[src/rtl/fetch_pkg.sv]
// Shared types and constants for the instruction-fetch front end.
// Imported by the queue, the stage top and the bench.
package fetch_pkg;

    typedef struct packed {
        logic [31:0] pc;
        logic [31:0] instr;
        logic        filled;
    } fetch_entry_t;

    localparam logic [31:0] NOP_INSTR = 32'h0000_0013;
    localparam logic [31:0] PC_STEP   = 32'd4;

endpackage

[src/rtl/fetch_if.sv]
// Fetch-stage boundary: memory bus, ALU redirect and decode handshake.
// master = fetch stage, slave = memory/ALU/decode environment.
interface fetch_if;
    logic        mem_busy;
    logic        imem_req;
    logic [31:0] imem_addr;
    logic        imem_gnt;
    logic        imem_rvalid;
    logic [31:0] imem_rdata;
    logic        redirect_valid;
    logic [31:0] redirect_pc;
    logic        if_valid;
    logic        if_ready;
    logic [31:0] if_instr;
    logic [31:0] if_pc;
    logic [31:0] if_pc_plus_4;

    modport master (
        input  mem_busy, imem_gnt, imem_rvalid, imem_rdata,
               redirect_valid, redirect_pc, if_ready,
        output imem_req, imem_addr, if_valid, if_instr, if_pc, if_pc_plus_4
    );

    modport slave (
        output mem_busy, imem_gnt, imem_rvalid, imem_rdata,
               redirect_valid, redirect_pc, if_ready,
        input  imem_req, imem_addr, if_valid, if_instr, if_pc, if_pc_plus_4
    );
endinterface

[src/rtl/fetch_queue.sv]
// Circular prefetch queue: allocate on issue, fill on response, pop to decode.
// Latency: a fill is visible at the head the cycle after it is written.
// Backpressure: caller must not allocate when full nor pop an empty head; flush wins.
module fetch_queue
    import fetch_pkg::*;
#(
    parameter  int DEPTH = 4,
    localparam int AW    = $clog2(DEPTH),
    localparam int CW    = AW + 1
) (
    input  logic         clk,
    input  logic         reset,
    input  logic         flush,
    input  logic         alloc_vld,
    input  logic [31:0]  alloc_pc,
    input  logic         fill_vld,
    input  logic [31:0]  fill_dat,
    input  logic         pop_vld,
    output fetch_entry_t head,
    output logic [CW-1:0] count,
    output logic [CW-1:0] pend_cnt
);

    fetch_entry_t  entries_q [DEPTH];
    fetch_entry_t  entries_d [DEPTH];
    logic [AW-1:0] wr_ptr_q, wr_ptr_d;
    logic [AW-1:0] fill_ptr_q, fill_ptr_d;
    logic [AW-1:0] rd_ptr_q, rd_ptr_d;
    logic [CW-1:0] count_q, count_d;
    logic [CW-1:0] pend_q, pend_d;
    logic          bypass_pop;

    assign head     = entries_q[rd_ptr_q];
    assign count    = count_q;
    assign pend_cnt = pend_q;

    // Popping an unfilled head means the caller forwarded the response directly.
    assign bypass_pop = pop_vld & fill_vld & ~entries_q[rd_ptr_q].filled;

    always_comb begin
        entries_d  = entries_q;
        wr_ptr_d   = wr_ptr_q;
        fill_ptr_d = fill_ptr_q;
        rd_ptr_d   = rd_ptr_q;
        count_d    = count_q;
        pend_d     = pend_q;
        if (flush) begin
            for (int i = 0; i < DEPTH; i++) begin
                entries_d[i].filled = 1'b0;
            end
            wr_ptr_d   = '0;
            fill_ptr_d = '0;
            rd_ptr_d   = '0;
            count_d    = '0;
            pend_d     = '0;
        end else begin
            if (alloc_vld) begin
                entries_d[wr_ptr_q].pc     = alloc_pc;
                entries_d[wr_ptr_q].filled = 1'b0;
                wr_ptr_d = wr_ptr_q + AW'(1);
            end
            if (fill_vld) begin
                if (!bypass_pop) begin
                    entries_d[fill_ptr_q].instr  = fill_dat;
                    entries_d[fill_ptr_q].filled = 1'b1;
                end
                fill_ptr_d = fill_ptr_q + AW'(1);
            end
            if (pop_vld) begin
                entries_d[rd_ptr_q].filled = 1'b0;
                rd_ptr_d = rd_ptr_q + AW'(1);
            end
            count_d = count_q + CW'(alloc_vld) - CW'(pop_vld);
            pend_d  = pend_q + CW'(alloc_vld) - CW'(fill_vld);
        end
    end

    always_ff @(posedge clk or negedge reset) begin
        if (!reset) begin
            for (int i = 0; i < DEPTH; i++) begin
                entries_q[i] <= '0;
            end
            wr_ptr_q   <= '0;
            fill_ptr_q <= '0;
            rd_ptr_q   <= '0;
            count_q    <= '0;
            pend_q     <= '0;
        end else begin
            entries_q  <= entries_d;
            wr_ptr_q   <= wr_ptr_d;
            fill_ptr_q <= fill_ptr_d;
            rd_ptr_q   <= rd_ptr_d;
            count_q    <= count_d;
            pend_q     <= pend_d;
        end
    end

endmodule

[src/rtl/fetch_stage.sv]
// Instruction fetch: in-order word reads, prefetch queue, redirect flush. FETCH_BYPASS_EN forwards rdata.
// Latency: 1 cycle rvalid->if_valid (0 with FETCH_BYPASS_EN).
// Backpressure: if_ready low holds outputs; issue stops once queued + dropped reaches DEPTH.
module fetch_stage
    import fetch_pkg::*;
#(
    parameter int          DEPTH    = 4,
    parameter logic [31:0] RESET_PC = 32'h0000_0000
) (
    input logic      clk,
    input logic      reset,
    fetch_if.master  bus
);

    localparam int AW = $clog2(DEPTH);
    localparam int CW = AW + 1;

    logic [31:0]   fpc_q, fpc_d;
    logic [CW-1:0] drop_cnt_q, drop_cnt_d;
    logic [31:0]   hold_pc_q, hold_pc_d;
    logic [31:0]   hold_pc4_q, hold_pc4_d;
    logic [31:0]   hold_instr_q, hold_instr_d;

    fetch_entry_t  head;
    logic [CW-1:0] q_count;
    logic [CW-1:0] q_pend;
    logic [CW:0]   occupancy;
    logic          issue;
    logic          rsp_keep;
    logic          rsp_drop;
    logic          fill_vld;
    logic          pop_vld;
    logic          bypass_hit;

    // Dropped responses still occupy a slot until they come back.
    assign occupancy     = {1'b0, q_count} + {1'b0, drop_cnt_q};
    assign bus.imem_req  = reset & ~bus.mem_busy & ~bus.redirect_valid
                         & (occupancy < (CW+1)'(DEPTH));
    assign bus.imem_addr = fpc_q;
    assign issue         = bus.imem_req & bus.imem_gnt;

    assign rsp_keep = bus.imem_rvalid & (drop_cnt_q == '0);
    assign rsp_drop = bus.imem_rvalid & (drop_cnt_q != '0);
    assign fill_vld = rsp_keep & ~bus.redirect_valid;

`ifdef FETCH_BYPASS_EN
    assign bypass_hit = rsp_keep & ~head.filled & (q_count != '0);
`else
    assign bypass_hit = 1'b0;
`endif

    assign bus.if_valid     = head.filled | bypass_hit;
    assign pop_vld          = bus.if_valid & bus.if_ready & ~bus.redirect_valid;
    assign bus.if_pc        = bus.if_valid ? head.pc : hold_pc_q;
    assign bus.if_pc_plus_4 = bus.if_valid ? (head.pc + PC_STEP) : hold_pc4_q;
    assign bus.if_instr     = head.filled ? head.instr
                            : (bypass_hit ? bus.imem_rdata : hold_instr_q);

    fetch_queue #(.DEPTH(DEPTH)) u_queue (
        .clk       (clk),
        .reset     (reset),
        .flush     (bus.redirect_valid),
        .alloc_vld (issue),
        .alloc_pc  (fpc_q),
        .fill_vld  (fill_vld),
        .fill_dat  (bus.imem_rdata),
        .pop_vld   (pop_vld),
        .head      (head),
        .count     (q_count),
        .pend_cnt  (q_pend)
    );

    always_comb begin
        fpc_d        = fpc_q;
        drop_cnt_d   = drop_cnt_q;
        hold_pc_d    = hold_pc_q;
        hold_pc4_d   = hold_pc4_q;
        hold_instr_d = hold_instr_q;
        if (bus.redirect_valid) begin
            fpc_d = {bus.redirect_pc[31:2], 2'b00};
            // Every outstanding request becomes a drop; any response this cycle retires one.
            drop_cnt_d = drop_cnt_q + q_pend - CW'(bus.imem_rvalid);
        end else begin
            if (issue) begin
                fpc_d = fpc_q + PC_STEP;
            end
            if (rsp_drop) begin
                drop_cnt_d = drop_cnt_q - CW'(1);
            end
        end
        if (bus.if_valid) begin
            hold_pc_d    = bus.if_pc;
            hold_pc4_d   = bus.if_pc_plus_4;
            hold_instr_d = bus.if_instr;
        end
    end

    always_ff @(posedge clk or negedge reset) begin
        if (!reset) begin
            fpc_q        <= RESET_PC;
            drop_cnt_q   <= '0;
            hold_pc_q    <= '0;
            hold_pc4_q   <= '0;
            hold_instr_q <= '0;
        end else begin
            fpc_q        <= fpc_d;
            drop_cnt_q   <= drop_cnt_d;
            hold_pc_q    <= hold_pc_d;
            hold_pc4_q   <= hold_pc4_d;
            hold_instr_q <= hold_instr_d;
        end
    end

endmodule

[src/flat_wrapper.sv]
// flat-port wrapper written by rule: the top's interface ports become plain ports
module fetch_stage_flat import fetch_pkg::*;
#(
    parameter int          DEPTH    = 4,
    parameter logic [31:0] RESET_PC = 32'h0000_0000
)
  (clk, reset, bus_mem_busy, bus_imem_gnt, bus_imem_rvalid, bus_imem_rdata, bus_redirect_valid, bus_redirect_pc, bus_if_ready, bus_imem_req, bus_imem_addr, bus_if_valid, bus_if_instr, bus_if_pc, bus_if_pc_plus_4);
  fetch_if bus_i ();
  input logic clk;
  input logic reset;
  input wire logic [$bits(bus_i.mem_busy)-1:0] bus_mem_busy;
  input wire logic [$bits(bus_i.imem_gnt)-1:0] bus_imem_gnt;
  input wire logic [$bits(bus_i.imem_rvalid)-1:0] bus_imem_rvalid;
  input wire logic [$bits(bus_i.imem_rdata)-1:0] bus_imem_rdata;
  input wire logic [$bits(bus_i.redirect_valid)-1:0] bus_redirect_valid;
  input wire logic [$bits(bus_i.redirect_pc)-1:0] bus_redirect_pc;
  input wire logic [$bits(bus_i.if_ready)-1:0] bus_if_ready;
  output wire logic [$bits(bus_i.imem_req)-1:0] bus_imem_req;
  output wire logic [$bits(bus_i.imem_addr)-1:0] bus_imem_addr;
  output wire logic [$bits(bus_i.if_valid)-1:0] bus_if_valid;
  output wire logic [$bits(bus_i.if_instr)-1:0] bus_if_instr;
  output wire logic [$bits(bus_i.if_pc)-1:0] bus_if_pc;
  output wire logic [$bits(bus_i.if_pc_plus_4)-1:0] bus_if_pc_plus_4;
  assign bus_i.mem_busy = bus_mem_busy;
  assign bus_i.imem_gnt = bus_imem_gnt;
  assign bus_i.imem_rvalid = bus_imem_rvalid;
  assign bus_i.imem_rdata = bus_imem_rdata;
  assign bus_i.redirect_valid = bus_redirect_valid;
  assign bus_i.redirect_pc = bus_redirect_pc;
  assign bus_i.if_ready = bus_if_ready;
  assign bus_imem_req = bus_i.imem_req;
  assign bus_imem_addr = bus_i.imem_addr;
  assign bus_if_valid = bus_i.if_valid;
  assign bus_if_instr = bus_i.if_instr;
  assign bus_if_pc = bus_i.if_pc;
  assign bus_if_pc_plus_4 = bus_i.if_pc_plus_4;
  fetch_stage #(.DEPTH(DEPTH), .RESET_PC(RESET_PC)) u_core (.clk(clk), .reset(reset), .bus(bus_i));
endmodule
[config.mk]
export PLATFORM = sky130hd
export DESIGN_NAME = fetch_stage_flat
export DESIGN_NICKNAME = d
export VERILOG_FILES = /design/src/rtl/fetch_pkg.sv /design/src/rtl/fetch_if.sv /design/src/rtl/fetch_queue.sv /design/src/rtl/fetch_stage.sv /design/src/flat_wrapper.sv
export SDC_FILE = /design/constraint.sdc
export NUM_CORES = 1
export LEC_CHECK = 0
export BUFFER_PORTS_ARGS = -buffer_cell sky130_fd_sc_hd__buf_2
export CAP_MARGIN = 20
export CORE_MARGIN = 2
export CORE_UTILIZATION = 55
export CTS_CLUSTER_DIAMETER = 30
export CTS_CLUSTER_SIZE = 10
export DETAILED_ROUTE_END_ITERATION = 10
export PLACE_DENSITY = 0.87
export SYNTH_ARGS = -nofsm -noshare
export SYNTH_HDL_FRONTEND = slang
export SYNTH_HIERARCHICAL = 1
export SYNTH_SLANG_ARGS = --single-unit
[constraint.sdc]
create_clock -name clk -period 3.9 [get_ports clk]
set_input_delay 0.39 -clock clk [delete_from_list [all_inputs] [get_ports clk]]
set_output_delay 0.39 -clock clk [all_outputs]
set_load 0.01 [all_outputs]
Word-level counts from Yosys, hierarchy flattened

Index checks and enable logic that the tools add are counted.

Bits in registers: 403
Input port bits: 71
Output and inout bits: 130
Logic and storage cells: 111

Add/sub/neg operators: 13
Magnitude comparators: 7
Mux-type cells: 43
Bitwise logic cells: 17
Reduce and logical (&&, ||, !) cells: 9

Operators by type and width:

| operator                | count |
|---|---|
| $mux W260               | 6 |
| $bwmux W260             | 5 |
| $demux W65 S2           | 5 |
| $mux W65                | 3 |
| $mux W32                | 5 |
| $bmux W65 S2            | 1 |
| $add A32 B3 Y32 const B | 2 |
| $mux W33                | 1 |
| $mux W2                 | 6 |
| $mux W3                 | 4 |
| $and A1 B1 Y1           | 11 |
| $ge A3 B3 Y1 const B    | 3 |
| $lt A3 B1 Y1 const B    | 3 |
| $not A2 Y3              | 3 |
| $sub A3 B1 Y3           | 3 |
| $reduce_bool A2 Y1      | 4 |
| $mux W1                 | 7 |
| $add A2 B1 Y2 const B   | 3 |
| $add A3 B1 Y3           | 2 |
| $add A3 B3 Y4           | 1 |
| $lt A4 B3 Y1 const B    | 1 |
| $add A3 B3 Y3           | 1 |
| $logic_and A1 B1 Y1     | 3 |
| $logic_not A3 Y1        | 1 |
| 3 further kinds         | 5 |

Depth between registers and ports, before layout

Depth in word-level cells: 17
Depth in mapped cells: 15
Mapped depth without buffers: 11

Modules after synthesis

The synthesis kept the hierarchy.

Modules (own cells, without submodules):

| module      | instances | cells an instance | area each (µm²) | seq. area each (µm²) |
|---|---|---|---|---|
| fetch_queue | 1         | 730               | 12669.7         | 6806.5 |
| fetch_stage | 1         | 649               | 7290.7          | 3228.1 |

Worst setup path after synthesis

OpenSTA, ideal clock, no wires.

Path type: flip-flop to flip-flop
Start point: register u_core.u_queue.rd_ptr_q[0]
End point: register u_core/u_queue/entries_q[10] (netlist name)
Library setup time: 125 ps
Arrival: 3545 ps
Data required time: 3775 ps
Path slack: 230 ps
Cell stages (with the launch flop): 15
Buffers on the path: 8
Period minus slack after synthesis: 3670 ps
Path through: dfrtp_1 > clkbuf_1 > buf_2 > buf_2 > inv_1 > mux2i_1 > clkbuf_1 > buf_1 > and3_1 > buf_6 > and2_1 > buf_2 > a221oi_4 > buf_6 > mux2_4

Cells in the longest elaborated chain, start to end: 13
Elaborated cells on any way between the ends: 15
Classes of those cells: 9 x mux; 6 x bitwise

RTL lines:

| element                                       | RTL line           | text |
|---|---|---|
| start, declared                               | fetch_queue.sv:28  | `logic [AW-1:0] rd_ptr_q, rd_ptr_d;` |
| start signal, assigned                        | fetch_queue.sv:92  | `rd_ptr_q <= rd_ptr_d;` |
| $not A2 Y3 (not written as such) *            | fetch_queue.sv:33  | `assign head = entries_q[rd_ptr_q];` |
| $bmux W65 S2 *                                | fetch_queue.sv:33  |  |
| $mux W65 (not written as such) * (2 in a row) | fetch_queue.sv:38  | `assign bypass_pop = pop_vld & fill_vld & ~entries_q[rd_ptr_q].filled;` |
| net bus_if_valid                              | flat_wrapper.sv:20 | `output wire logic [$bits(bus_i.if_valid)-1:0] bus_if_valid;` |
| $and A1 B1 Y1 * (2 in a row)                  | fetch_stage.sv:53  | `assign pop_vld = bus.if_valid & bus.if_ready & ~bus.redirect_valid;` |
| net u_core.pop_vld                            | fetch_stage.sv:32  | `logic pop_vld;` |
| $and A1 B1 Y1 (2 in a row)                    | fetch_queue.sv:38  |  |
| $mux W260                                     | fetch_queue.sv:63  | `if (!bypass_pop) begin` |
| $mux W260                                     | fetch_queue.sv:62  | `if (fill_vld) begin` |
| $mux W260                                     | fetch_queue.sv:47  | `if (flush) begin` |
| $bwmux W260                                   | fetch_queue.sv:70  | `entries_d[rd_ptr_q].filled = 1'b0;` |
| $mux W260 *                                   | fetch_queue.sv:69  | `if (pop_vld) begin` |
| end signal, assigned                          | fetch_queue.sv:89  | `entries_q <= entries_d;` |
| end, declared                                 | fetch_queue.sv:24  | `fetch_entry_t entries_q [DEPTH];` |

Mark *: on every way through the listed nets, which the timed path passes. The rest lies on a longest branch. The select of a mux whose other input is x is not followed.
A chain may end at the register's enable or synchronous reset.

==> summary.md <==
| Metric | Value |
|---|---|
| Worst skew pair latency | `0.60 ns` |
| Sequential area share after synthesis | `50.3%` |
| Core ar. | `35,700 µm²` |
| Worst-case reg-to-reg path depth | `9` |
| DP HPWL | `29,000 µm` |
| Final Max Tran Viols | `0` |
| Placed cell area | `21,300 µm²` |
| Initial Util | `56.0%` |
| CTS tree | `done` |
| EDFF count, synth | `0` |
| Placed insts | `1,988` |
| Min Tclk post-route | `3.83 ns` |
| R2R Path End | `u_core/u_queue/entries_q[162]` |
| Leak pwr | `11.8 nW` |
| I/O pins | `201` |
| Final Hold Viols | `0` |
| Flop pwr share | `32.6%` |
| First-pass GRT wire length | `78,800 µm` |
| Clk pwr share | `45.5%` |
| Async set-reset flop share out of synthesis | `100%` |
| Critical Path Fanout Max | `12` |
| Worst Setup SP | `u_core/u_queue/rd_ptr_q[0]` |
| Worst r2r src | `u_core/u_queue/rd_ptr_q[1]` |
| Non-Filler Instances | `2,176` |
| Share of the synthesized area in the top cell type | `50.3%` |
| Worst min path class | `in -> reg` |
| Cell area after synthesis | `20,000 µm²` |
| Yosys top cell by area | `dfrtp_1` |
| Crit path largest cell delay | `0.60 ns` |
| CP Class | `reg -> out` |
| Crit path cell chain | `buf_8 > mux4_2 > ha_1 > and3_2 > nand3_2 > nor4_4 > buf_12 > a211oi_1 > a21oi_1 > buf_2` |
| Delay-heaviest family, CP | `multiplexers` |
| Grt total ovfl | `0` |
| Count leader, synth | `dfrtp_1` |
| Clock Skew | `0.0303 ns` |
| CP bufs+invs | `3` |
| Top post-synthesis cells by area | `dfrtp_1 (50%), mux2_2 (15%), mux2_4 (9.0%)` |
| DRT antenna net count | `0` |
| Max Buffers Root-to-Sink | `3` |
| Worst Hold End | `u_core/bus.imem_addr[3]` |
| WL/cell | `22.5 µm` |
| Critical Path End Type | `output port` |
| # H-tree levels | `3` |
| Worst Path Required | `3.51 ns` |
| Routability cong. | `0.885` |
| Post-route cell area | `24,700 µm²` |
| Yosys reg bits | `401` |
| Int Pwr | `0.0120 W` |
| Switching Share | `28.2%` |
| Initial DRC Count | `802` |
| Area Growth Syn to Fin | `23.7%` |
| Total CTS buffers | `90` |
| Cell row count | `69` |
| Number of distinct library cells after synthesis | `60` |
| Min-delay src | `bus_redirect_pc[3]` |
| Most frequent cells after synthesis | `dfrtp_1 (401), mux2_2 (269), mux2_4 (120), mux4_2 (64), nand2_1 (51)` |
| Top FF cell, synth | `dfrtp_1` |
| Clock-pin slew on the worst setup and hold paths | `0.04 ns` |
| DRC viols | `0` |
| Largest net degree at the start of global routing | `112` |
| Synthesized instance count | `1,379` |
| Vias per inst | `5.98` |
| CTS Sinks | `401` |
| Cell depth of the worst hold path | `3` |
| Number of global-route vias before repair | `14,079` |
| First drt pass iteration count | `5` |
| Fillers | `2,188` |
| Root buffer cell | `clkbuf_16` |
| Max cap viols | `0` |
| Comb power frac | `21.9%` |
| Nature of the critical path startpoint | `flop` |
| Yosys warning total | `6` |
| Die H | `195 µm` |
| Setup violators final | `0` |
| Syn Area/Cell | `14.5 µm²` |
| Peak VDD IR | `0.000405 V` |
| Achievable Freq | `0.261 GHz` |
| Max-slew headroom | `36.4%` |
| Total Wirelength | `49,000 µm` |
| Period utilization | `98.1%` |
| IO buf count | `196` |
| Final nets | `1,737` |
| Vias after detailed routing | `13,010` |
| Gr usage total | `26.3%` |
| Arrival time at the worst endpoint | `3.44 ns` |
| Die X | `195 µm` |
| Slowest cell on crit path | `mux4_2` |
| Net Sw Power | `0.00468 W` |
| R2R setup slack | `0.23 ns` |
| Status | `completed` |
| Power density over cell area | `674 nW/µm²` |
| Die area | `37,800 µm²` |
| Worst slew pin tran | `0.954 ns` |
| Initial antenna violation count | `2` |
| Layout cells sized above 1 | `51.7%` |
-- power by group through the flow --
stage / logic [W] / clock network [W] / registers, W
2_1_floorplan: 0.00241 / 0 / 0.00528
3_3_place_gp: 0.00335 / 0 / 0.00537
3_5_place_dp: 0.00348 / 0 / 0.00544
4_1_cts: 0.00356 / 0.00765 / 0.00542
5_1_grt: 0.00390 / 0.00791 / 0.00551
6_report: 0.00364 / 0.00757 / 0.00543
-- cell usage in the layout (no fill, tap or decap), types with 8 or more instances in the layout --
cell | Yosys | routed
o21ai_1 | 8 | 8
ha_1 | 25 | 25
mux2_4 | 120 | 120
buf_2 | 35 | 195
nand2_1 | 51 | 51
mux2i_1 | 35 | 32
clkbuf_16 | 0 | 92
dfrtp_1 | 401 | 399
buf_4 | 6 | 38
nor2_1 | 30 | 30
clkbuf_1 | 24 | 14
nor2b_1 | 10 | 10
inv_1 | 32 | 32
o21ai_0 | 22 | 22
mux2_2 | 269 | 269
a31oi_1 | 18 | 18
a221oi_1 | 8 | 8
xor2_1 | 10 | 10
and3_1 | 12 | 9
clkinvlp_4 | 0 | 8
xnor2_1 | 22 | 22
nand3_1 | 16 | 15
nand4_1 | 13 | 13
clkinv_2 | 0 | 16
clkbuf_8 | 0 | 24
mux4_2 | 64 | 64
conb_1 | 1 | 10
a21oi_1 | 30 | 30
-- metrics by stage --
step	power (W)	hold slack (ns)	TNS [ns]	utilization, %	worst slack [ns]
CTS	0.0166	0.000382	0	68.8	0.00874
detailed placement	0.00892	0.283	0	59.9	0.393
floorplan	0.00769	0.0944	0	-	0.230
finish	0.0166	0.0248	0	69.2	0.0736
global route	0.0173	0.0167	-0.0409	69.2	-0.0260
global placement	0.00872	0.280	0	59.9	0.423
-- layer usage --
metal	global-route usage (%)	routed length [µm]	vias up	share of wire, %
met1	35.4	20700	6762	42
met3	5.43	3030	94	6.2
met2	42.5	24000	516	49
met5	0	0	-	0
met4	9.66	1270	0	2.6
li1	-	-	5638	-
-- tightest hold or removal path, cell delays in order --
cell	delay [ns]
buf_2	0.07
nand2_1	0.04
o21ai_0	0.07
-- flip-flops by register name, indices dropped and copies added (netlist names), 3 cells and up --
register and cells:
u_core/hold_pc4_q 32, u_core/hold_instr_q 32, u_core/hold_pc_q 32, u_core/bus.imem_addr 30
u_core/u_queue/pend_cnt 3, u_core/u_queue/count 3, u_core/u_queue/entries_q 260, u_core/drop_cnt_q 3
-- timing repair --
item / in CTS / in global routing
hold endpoints to repair: 34 / 0
buffers inserted: 1 / 14
endpoints found under the setup margin: 10 / 17
pin swaps: 1 / 1
hold buffers: 4 / 0
resized for setup: 4 / 11
-- worst max path at each step --
| stage | to | slack (ns) | cells past startpoint |
|---|---|---|---|
| finish | bus_if_pc_plus_4[22] | 0.07 | 10 |
| global route | bus_if_pc_plus_4[22] | -0.03 | 10 |
| CTS | bus_if_pc_plus_4[26] | 0.009 | 10 |
| detailed placement | bus_if_pc_plus_4[26] | 0.39 | 9 |
| global placement | bus_if_pc_plus_4[26] | 0.42 | 9 |
| floorplan | u_core/u_queue/entries_q[10] | 0.23 | 14 |
-- final cells by class --
class / count / area (µm²) / share of cell area, %
Antenna cell: 2 / 5.00 / 0.0203
Inverter: 33 / 124 / 0.502
Multi-Input combinational cell: 866 / 9360 / 37.9
Timing Repair Buffer: 246 / 1460 / 5.92
Clock buffer: 130 / 2690 / 10.9
Clock inverter: 37 / 433 / 1.75
Tap cell: 461 / 577 / 2.34
Sequential cell: 401 / 10000 / 40.7
-- logic make-up after synthesis --
| family | synth area share (%) |
|---|---|
| fa+ha+maj | 1.87 |
| mux | 33.5 |
| buf+inv | 3.21 |
| compound gates | 4.07 |
| flops | 50.3 |
| other cells | 0.0188 |
| xor+xnor | 1.40 |
| simple gates | 5.64 |
(Power assumes the default switching activity.)
